[src/rtl/cmos_axis_frame_gate.sv]
// rtl/cmos_axis_frame_gate.sv - frame-aligned AXI4-Stream video gate with frame geometry measurement
//
// Ports:
//   aclk, aresetn           clock, asynchronous active-low reset
//   enable                  gate request, honoured only at start-of-frame beats
//   s_axis_video_*          upstream pixel stream (tuser = SOF, tlast = EOL)
//   m_axis_video_*          gated pixel stream, one register slice, 1-cycle latency
//   frame_width             pixels in the first line of the last completed frame
//   frame_height            EOL count of the last completed frame
//   frame_count             completed-frame counter (wraps)
//   frame_done              one-cycle pulse when a frame completes
//   line_err                one-cycle pulse on a line-length mismatch or a missing EOL

module cmos_axis_frame_gate #(
    parameter int HCNT_W = 12,
    parameter int VCNT_W = 12
) (
    input  logic              aclk,
    input  logic              aresetn,
    input  logic              enable,
    input  logic [31:0]       s_axis_video_tdata,
    input  logic              s_axis_video_tvalid,
    output logic              s_axis_video_tready,
    input  logic              s_axis_video_tuser,
    input  logic              s_axis_video_tlast,
    output logic [31:0]       m_axis_video_tdata,
    output logic              m_axis_video_tvalid,
    input  logic              m_axis_video_tready,
    output logic              m_axis_video_tuser,
    output logic              m_axis_video_tlast,
    output logic [HCNT_W-1:0] frame_width,
    output logic [VCNT_W-1:0] frame_height,
    output logic [15:0]       frame_count,
    output logic              frame_done,
    output logic              line_err
);

    typedef enum logic [0:0] {
        WAIT_SOF = 1'b0,
        PASS     = 1'b1
    } state_t;

    localparam logic [HCNT_W-1:0] PCNT_MAX = '1;
    localparam logic [VCNT_W-1:0] LCNT_MAX = '1;

    state_t              state;
    state_t              state_nxt;
    logic                run;
    logic                accept;
    logic                load;
    logic                sof_report;
    logic [HCNT_W-1:0]   pcnt;
    logic [HCNT_W-1:0]   line_len;
    logic [HCNT_W-1:0]   work_w;
    logic [VCNT_W-1:0]   lcnt;
    logic [VCNT_W-1:0]   lcnt_inc;
    logic                first_line;

    // run is low only while reset is held, so tready drops during reset and
    // comes up on the first edge after release. The output slice also holds
    // off input while a beat is stalled in WAIT_SOF (draining after the gate
    // closed), so an enabled SOF can never overwrite an undelivered beat.
    assign s_axis_video_tready = run & (~m_axis_video_tvalid | m_axis_video_tready);
    assign accept              = s_axis_video_tvalid & s_axis_video_tready;

    // Length of the line including the current beat, saturating.
    assign line_len = (pcnt == PCNT_MAX) ? pcnt : pcnt + HCNT_W'(1);
    assign lcnt_inc = (lcnt == LCNT_MAX) ? lcnt : lcnt + VCNT_W'(1);

    always_ff @(posedge aclk or negedge aresetn) begin
        if (!aresetn) begin
            state <= WAIT_SOF;
            run   <= 1'b0;
        end else begin
            state <= state_nxt;
            run   <= 1'b1;
        end
    end

    always_comb begin
        state_nxt  = state;
        load       = 1'b0;
        sof_report = 1'b0;
        case (state)
            WAIT_SOF: begin
                if (accept && s_axis_video_tuser && enable) begin
                    load      = 1'b1;
                    state_nxt = PASS;
                end
            end
            PASS: begin
                if (accept) begin
                    if (s_axis_video_tuser) begin
                        sof_report = 1'b1;
                        if (enable) begin
                            load = 1'b1;
                        end else begin
                            state_nxt = WAIT_SOF;
                        end
                    end else begin
                        load = 1'b1;
                    end
                end
            end
            default: state_nxt = WAIT_SOF;
        endcase
    end

    // Output register slice.
    always_ff @(posedge aclk or negedge aresetn) begin
        if (!aresetn) begin
            m_axis_video_tvalid <= 1'b0;
            m_axis_video_tdata  <= '0;
            m_axis_video_tuser  <= 1'b0;
            m_axis_video_tlast  <= 1'b0;
        end else if (load) begin
            m_axis_video_tvalid <= 1'b1;
            m_axis_video_tdata  <= s_axis_video_tdata;
            m_axis_video_tuser  <= s_axis_video_tuser;
            m_axis_video_tlast  <= s_axis_video_tlast;
        end else if (m_axis_video_tready) begin
            m_axis_video_tvalid <= 1'b0;
        end
    end

    // Geometry counters and frame statistics.
    always_ff @(posedge aclk or negedge aresetn) begin
        if (!aresetn) begin
            pcnt         <= '0;
            lcnt         <= '0;
            work_w       <= '0;
            first_line   <= 1'b1;
            frame_width  <= '0;
            frame_height <= '0;
            frame_count  <= '0;
            frame_done   <= 1'b0;
            line_err     <= 1'b0;
        end else begin
            frame_done <= 1'b0;
            line_err   <= 1'b0;

            if (sof_report) begin
                frame_width  <= work_w;
                frame_height <= lcnt;
                frame_count  <= frame_count + 16'd1;
                frame_done   <= 1'b1;
                // Non-zero pixel count at SOF means the last line had no EOL.
                if (pcnt != '0) begin
                    line_err <= 1'b1;
                end
            end

            if (accept && s_axis_video_tuser) begin
                // Any SOF restarts the geometry; if forwarded it is pixel 0 of line 0.
                pcnt       <= '0;
                lcnt       <= '0;
                first_line <= 1'b1;
                if (load && s_axis_video_tlast) begin
                    work_w     <= HCNT_W'(1);
                    first_line <= 1'b0;
                    lcnt       <= VCNT_W'(1);
                end else if (load) begin
                    pcnt <= HCNT_W'(1);
                end
            end else if (load) begin
                if (s_axis_video_tlast) begin
                    pcnt <= '0;
                    lcnt <= lcnt_inc;
                    if (first_line) begin
                        work_w     <= line_len;
                        first_line <= 1'b0;
                    end else if (line_len != work_w) begin
                        line_err <= 1'b1;
                    end
                end else begin
                    pcnt <= line_len;
                end
            end
        end
    end

endmodule

[config.mk]
export PLATFORM = sky130hd
export DESIGN_NAME = cmos_axis_frame_gate
export DESIGN_NICKNAME = d
export VERILOG_FILES = /design/src/rtl/cmos_axis_frame_gate.sv
export SDC_FILE = /design/constraint.sdc
export NUM_CORES = 1
export LEC_CHECK = 0
export BUFFER_PORTS_ARGS = -buffer_cell sky130_fd_sc_hd__buf_2
export CAP_MARGIN = 15
export CORE_MARGIN = 2
export CORE_UTILIZATION = 55
export DETAILED_ROUTE_END_ITERATION = 6
export PLACE_DENSITY = 0.8
export SETUP_SLACK_MARGIN = 0.3
export SLEW_MARGIN = 20
export SYNTH_ARGS = -nofsm -noshare
export SYNTH_HDL_FRONTEND = slang
export SYNTH_SLANG_ARGS = --single-unit
[constraint.sdc]
create_clock -name aclk -period 4.13 [get_ports aclk]
set_input_delay 0.413 -clock aclk [delete_from_list [all_inputs] [get_ports aclk]]
set_output_delay 0.413 -clock aclk [all_outputs]
set_load 0.01 [all_outputs]
==> results.sh, run 1 <==
export IMPL_grt_pass1_wl_mm=22.0
export IMPL_cts_sinks=116
export IMPL_yosysSeqAreaShare_pct=52.9
export IMPL_grt_max_degree=45
export IMPL_end_kind="register"
export IMPL_cts_clk_slew_worst_paths_ps=60
export IMPL_cts_made_buffers=17
export IMPL_synth_top_cells_by_count="nand2_1, dfrtp_1, nor2_1, xnor2_1, mux2_2"
export IMPL_tritoncts="done"
export IMPL_syn_nets=599
export IMPL_hold_viol=0
export IMPL_p_int_mw=2.39
export IMPL_num_nets_final=711
export IMPL_met3_length_um=892
export IMPL_min_path_type="in2reg"
export IMPL_via_per_inst=5.51
export IMPL_leakage_nw=3.43
export IMPL_syn2layout_area_growth_pct=22.5
export IMPL_powerDensity_nw_per_um2=493
export IMPL_synth_area_leader_cell="dfrtp_1"
export IMPL_seq_power_share_pct=42.3
export IMPL_switching_share_pct=27.8
export IMPL_layout_drive_gt1_share_pct=28.3
export IMPL_wl_met2_mm=6.23
export IMPL_htree_levels=4
export IMPL_wirelength_mm=12.9
export IMPL_highest_layer="met4"
export IMPL_cts_resized_gates=0
export IMPL_synth_edf_count=0
export IMPL_clk_insertion_delay_late_ps=520
export IMPL_status="finished clean"
export IMPL_overflow=0
export IMPL_slew_viol_final=0
export IMPL_rows=36
export IMPL_pre_cts_ws_ps=1150
export IMPL_die_area_um2=10800
export IMPL_fp_dieH_um=104
export IMPL_postCtsSetupBuffers=0
export IMPL_synth_async_reset_ratio_pct=100
export IMPL_grt_pass1_vias=4519
export IMPL_port_buffer_count=116
export IMPL_pwr_share_comb_pct=15.3
export IMPL_synth_distinct_cells=66
export IMPL_crit_type="reg2reg"
export IMPL_vdd_drop_max_uv=316
export IMPL_dp_hpwl_mm=8.92
export IMPL_worstPathArrival_ps=3330
export IMPL_finalCritPeriodShare_pct=71.1
export IMPL_post_route_drc_count=0
export IMPL_worst_path_max_fanout=12
export IMPL_grt_usage_pct=25.4
export IMPL_clock_path_buffers=2
export IMPL_antenna_cells=0
export IMPL_max_freq_ghz=0.340
export IMPL_start_util_pct=56.4
export IMPL_slew_headroom_pct=30.6
export IMPL_tightest_slew_ps=1040
export IMPL_placedCellCount=781
export IMPL_finalPower_mw=3.31
export IMPL_fin_skew_ps=5.77
export IMPL_ctsHoldBuffers=1
export IMPL_mappedNetlistArea_um2=5490
export IMPL_power_switching_mw=0.923
export IMPL_design_core_area_um2=9730
export IMPL_antenna_found_initial=0
export IMPL_wl_met1_mm=5.53
export IMPL_cp_data_required_time_ps=4520
export IMPL_finalSetupViolCount=0
export IMPL_wl_per_cell_um=15.8
export IMPL_min_period_ps=2940
export IMPL_fin_area_um2=6720
export IMPL_design_portCount=117
export IMPL_worst_slack_ps=1190
export IMPL_yosys_warnings=0
export IMPL_drt_initial_drc_count=300
export IMPL_cts_root_buf="clkbuf_8"
export IMPL_place_gp_congestion=0.938
export IMPL_layoutNonFillerInstCount=814
export IMPL_avgSynthCellArea_um2=9.87
export IMPL_die_w_um=104
export IMPL_rsz0062_at_grt="false"
export IMPL_yosysMostFrequentCell="nand2_1"
export IMPL_synth_top_flop_cell="dfrtp_1"
export IMPL_yosys_register_bits=116
export IMPL_synth_cells=556
export IMPL_clkPwrFrac_pct=42.4
export IMPL_netlist_area_leader_share_pct=52.4
export IMPL_drtAntennaViolNets=0
export IMPL_maxCapViolations=0
export IMPL_critPathLaunchType="register"
export IMPL_fillCellCount=758
export IMPL_placed_cell_area_um2=6140
export IMPL_synth_area_top_cells="dfrtp_1, nand2_1, mux2_2"
export IMPL_fin_setup_tns_ps=0
export IMPL_dr_total_vias=4484
export IMPL_drtPass1Iterations=4
## power groups by stage
stage	registers, mW	clock network (mW)	logic, mW
after floorplan	1.46	0	0.219
after global placement	1.41	0	0.493
after detailed placement	1.41	0	0.512
after CTS	1.40	1.42	0.516
after global routing	1.42	1.47	0.573
final	1.40	1.41	0.508
## flip-flops by register name, summed over array words and instances, names as in the netlist
register and flops:
first_line 1, frame_count 16, frame_done 1, frame_height 12, frame_width 12, lcnt 12
line_err 1, m_axis_video_tdata 32, m_axis_video_tlast 1, m_axis_video_tuser 1, m_axis_video_tvalid 1, pcnt 12
run 1, state 1, work_w 12
## layout make-up
class	count	area, um2	share of cell area, %
Clock buffer	19	442	6.57
Clock inverter	13	134	1.99
Inverter	9	33.8	0.503
Multi-Input combinational cell	402	2410	35.9
Sequential cell	116	2900	43.2
Tap cell	133	166	2.48
Timing Repair Buffer	122	631	9.38
## worst paths after layout
check                                             from                      to  slack [ps]  depth (start not counted)
worst min register to register  m_axis_video_tdata[12]  m_axis_video_tdata[12]         460                          2
worst max-delay path                           pcnt[1]                line_err        1190                          8
worst max register to register                 pcnt[1]                line_err        1190                          8
worst min-delay path            s_axis_video_tdata[17]  m_axis_video_tdata[17]          80                          3
max in group asynchronous                      aresetn  m_axis_video_tdata[27]        2760                          3
min in group asynchronous                      aresetn                 pcnt[3]         430                          2
## layout by cell type, fill, tap and decap left out, types with 4 or more instances in the layout
cell type | synthesis | routed
xnor2_1 | 26 | 26
clkbuf_16 | 0 | 16
a31oi_1 | 4 | 4
a21oi_1 | 16 | 16
mux2_2 | 25 | 25
buf_2 | 9 | 115
and2_1 | 5 | 5
o31ai_1 | 6 | 6
dfrtp_1 | 115 | 115
nor2_1 | 26 | 26
inv_1 | 9 | 9
or3_1 | 6 | 6
o21ai_0 | 24 | 24
and3_1 | 6 | 6
mux2i_1 | 4 | 4
xor2_1 | 12 | 12
nand3_1 | 14 | 14
nand2_1 | 157 | 157
buf_4 | 2 | 6
clkinv_2 | 0 | 5
ha_1 | 4 | 4
nand4_1 | 7 | 7
nor3_1 | 7 | 6
## metal layers
metal | track usage [%] | vias up
met2 | 41.1 | 166
li1 | - | 2123
met3 | 8.02 | 27
met5 | 0 | -
met4 | 8.49 | 0
met1 | 32.7 | 2168
## metrics by stage
step                      hold WS, ps  util, %
after floorplan                   117        -
after global routing             75.4     69.1
after detailed placement          435     63.1
final                            83.6     69.1
after CTS                        68.3     69.1
after global placement            424     63.1
## cell families (layout without fill, tap and decap cells)
group,Yosys count,count (layout),synth area share [%]
AOI/OAI and AO/OA,83,83,10.2
xor gates and xnor gates,38,38,6.06
adders and majority gates,4,4,0.912
buffers and inverters,38,163,3.26
DFF,116,116,52.9
muxes,29,29,5.86
other,1,1,0.0683
and+or+nand+nor,247,247,20.7
## critical path: stages, from the launching register on
cell and delay, ps:
dfrtp_1 470, ha_1 340, and4_1 280, nand4_1 500, xnor2_1 330, a2111oi_2 370, o211ai_1 160, a2111oi_2 230
a31oi_1 130
(Power assumes the default switching activity.)
==> run 2: changes to the inputs <==
--- a/config.mk
+++ b/config.mk
@@ -5,12 +5,13 @@
 export SDC_FILE = /design/constraint.sdc
 export NUM_CORES = 1
 export LEC_CHECK = 0
+export ABC_AREA = 1
 export BUFFER_PORTS_ARGS = -buffer_cell sky130_fd_sc_hd__buf_2
 export CAP_MARGIN = 15
 export CORE_MARGIN = 2
-export CORE_UTILIZATION = 55
+export CORE_UTILIZATION = 49
 export DETAILED_ROUTE_END_ITERATION = 6
-export PLACE_DENSITY = 0.8
+export PLACE_DENSITY = 0.76
 export SETUP_SLACK_MARGIN = 0.3
 export SLEW_MARGIN = 20
 export SYNTH_ARGS = -nofsm -noshare
==> constraint.sdc (replaced) <==
create_clock -name aclk -period 2.45 [get_ports aclk]
set_input_delay 0.245 -clock aclk [delete_from_list [all_inputs] [get_ports aclk]]
set_output_delay 0.245 -clock aclk [all_outputs]
set_load 0.01 [all_outputs]
==> results.sh, run 2 <==
export IMPL_fillCellCount=850
export IMPL_finalSetupViolCount=0
export IMPL_rows=38
export IMPL_cts_sinks=116
export IMPL_critPathLaunchType="register"
export IMPL_cts_root_buf="clkbuf_8"
export IMPL_grt_pass1_vias=4760
export IMPL_clk_insertion_delay_late_ps=520
export IMPL_maxCapViolations=0
export IMPL_vdd_drop_max_uv=498
export IMPL_die_w_um=109
export IMPL_max_freq_ghz=0.505
export IMPL_grt_max_degree=117
export IMPL_final_core_util_pct=66.4
export IMPL_synth_async_reset_ratio_pct=100
export IMPL_grt_usage_pct=24.6
export IMPL_reg_top3="m_axis_video_tdata: 32 flops, frame_count: 16 flops"
export IMPL_antenna_cells=0
export IMPL_status="finished, violations left"
export IMPL_post_route_drc_count=1
export IMPL_yosysMostFrequentCell="nand2_1"
export IMPL_wirelength_mm=13.6
export IMPL_drtPass1Iterations=7
export IMPL_fp_dieH_um=109
export IMPL_finalCritPeriodShare_pct=80.9
export IMPL_worst_path_max_fanout=5
export IMPL_yosysSeqAreaShare_pct=53.3
export IMPL_yosys_warnings=0
export IMPL_cts_clk_slew_worst_paths_ps=60
export IMPL_synth_top_flop_cell="dfrtp_1"
export IMPL_fin_skew_ps=4.39
export IMPL_start_util_pct=50.3
export IMPL_rsz0062_at_grt="false"
export IMPL_final_cell_mix="nand2_1, buf_2, dfrtp_1, inv_1, dlygate4sd3_1"
export IMPL_wl_per_cell_um=14.2
export IMPL_end_kind="register"
export IMPL_num_nets_final=852
export IMPL_synth_cells=652
export IMPL_hold_depth=3
export IMPL_tritoncts="done"
export IMPL_placed_cell_area_um2=6160
export IMPL_design_portCount=117
export IMPL_via_per_inst=5.11
export IMPL_fin_setup_tns_ps=0
export IMPL_regMostFlops="m_axis_video_tdata"
export IMPL_syn_nets=695
export IMPL_htree_levels=4
export IMPL_powerDensity_nw_per_um2=890
export IMPL_port_buffer_count=116
export IMPL_dr_total_vias=4917
export IMPL_netlist_area_leader_share_pct=52.8
export IMPL_hold_viol=0
export IMPL_drtAntennaViolNets=0
export IMPL_synth_edf_count=0
export IMPL_dp_hpwl_mm=8.84
export IMPL_place_gp_congestion=0.894
export IMPL_finalPower_mw=6.41
export IMPL_synth_distinct_cells=38
export IMPL_worstPathArrival_ps=2380
export IMPL_layout_drive_gt1_share_pct=23.2
export IMPL_slew_headroom_pct=33.1
export IMPL_final_common_cell="nand2_1"
export IMPL_overflow=0
export IMPL_violations="design-rule violations"
export IMPL_crit_type="reg2reg"
export IMPL_cp_data_required_time_ps=2850
export IMPL_avgSynthCellArea_um2=8.36
export IMPL_antenna_found_initial=0
export IMPL_grt_pass1_wl_mm=22.6
export IMPL_yosys_register_bits=116
export IMPL_synth_area_top_cells="dfrtp_1, nand2_1, inv_1"
export IMPL_syn2layout_area_growth_pct=32.1
export IMPL_design_core_area_um2=10800
export IMPL_reg2reg_depth=14
export IMPL_cts_made_buffers=17
export IMPL_largest_reg_flops=32
export IMPL_tightest_slew_ps=1000
export IMPL_min_period_ps=1980
export IMPL_fin_area_um2=7200
export IMPL_mappedNetlistArea_um2=5450
export IMPL_die_area_um2=12000
export IMPL_slew_viol_final=0
export IMPL_min_path_type="in2reg"
export IMPL_drt_initial_drc_count=433
export IMPL_synth_top_cells_by_count="nand2_1, dfrtp_1, inv_1"
export IMPL_leakage_nw=3.75
export IMPL_clock_path_buffers=2
export IMPL_synth_area_leader_cell="dfrtp_1"
-- run 2: cell type report --
cell class | count | area [um2] | share of cell area [%]
Sequential cell | 116 | 2910 | 40.4
Multi-Input combinational cell | 459 | 2230 | 31.0
Timing Repair Buffer | 161 | 1030 | 14.4
Clock buffer | 23 | 477 | 6.62
Inverter | 54 | 203 | 2.82
Tap cell | 140 | 175 | 2.43
Clock inverter | 9 | 173 | 2.40
-- run 2: worst paths after layout --
| path | from | endpoint | slack (ps) |
|---|---|---|---|
| min | s_axis_video_tlast | lcnt[2] | 60 |
| max reg2reg | pcnt[1] | line_err | 470 |
| max | pcnt[1] | line_err | 470 |
| min in group asynchronous | aresetn | frame_count[14] | 330 |
| max in group asynchronous | aresetn | lcnt[0] | 1630 |
| min reg2reg | m_axis_video_tuser | m_axis_video_tuser | 470 |
-- run 2: metal layers --
layer,part of all wire (%),track usage [%]
met1,45,32.9
met2,45,37.6
met3,8.5,8.00
met4,1.6,9.13
met5,0,0
-- run 2: cell families after synthesis --
group | Yosys count | share of synthesized area (%)
AO/OA/AOI/OAI | 62 | 6.63
flip-flops | 116 | 53.3
AND/OR/NAND/NOR | 368 | 29.1
adder cells (fa/ha/maj) | 4 | 0.918
XOR/XNOR | 24 | 4.15
buffers and inverters | 77 | 5.90
other | 1 | 0.0688
-- run 2: metrics by stage --
stage	hold WS, ps	worst slack (ps)	instances
6_report	60.9	469	962
3_5_place_dp	383	364	892
3_3_place_gp	386	419	892
2_1_floorplan	-50.6	755	652
5_1_grt	66.7	311	962
4_1_cts	35.4	333	959
-- run 2: timing repair --
| action | in CTS | in global routing |
|---|---|---|
| resized for setup | 0 | 4 |
| setup endpoints to repair | 0 | 24 |
| hold endpoints to repair | 150 | 0 |
| buffers inserted | 0 | 3 |
| hold buffers | 35 | 0 |
-- run 2: worst max-delay path, stage by stage (launching register included) --
cell	delay [ps]
dfrtp_1	420
ha_2	260
nand2_2	90
nor2_4	180
nand2_1	80
nand2_1	120
nand2_1	90
nand2_1	70
nand2_1	40
nor2_1	120
nand2_1	90
nor2_1	110
nand3_1	90
nand2_1	60
nand2_1	40
-- run 2: report_power, final --
| part | internal, mW | leakage (nW) | switching (mW) | total [mW] |
|---|---|---|---|---|
| clock network | 1.86 | 0.318 | 0.846 | 2.70 |
| logic | 0.502 | 1.92 | 0.680 | 1.18 |
| registers | 2.26 | 1.50 | 0.262 | 2.53 |
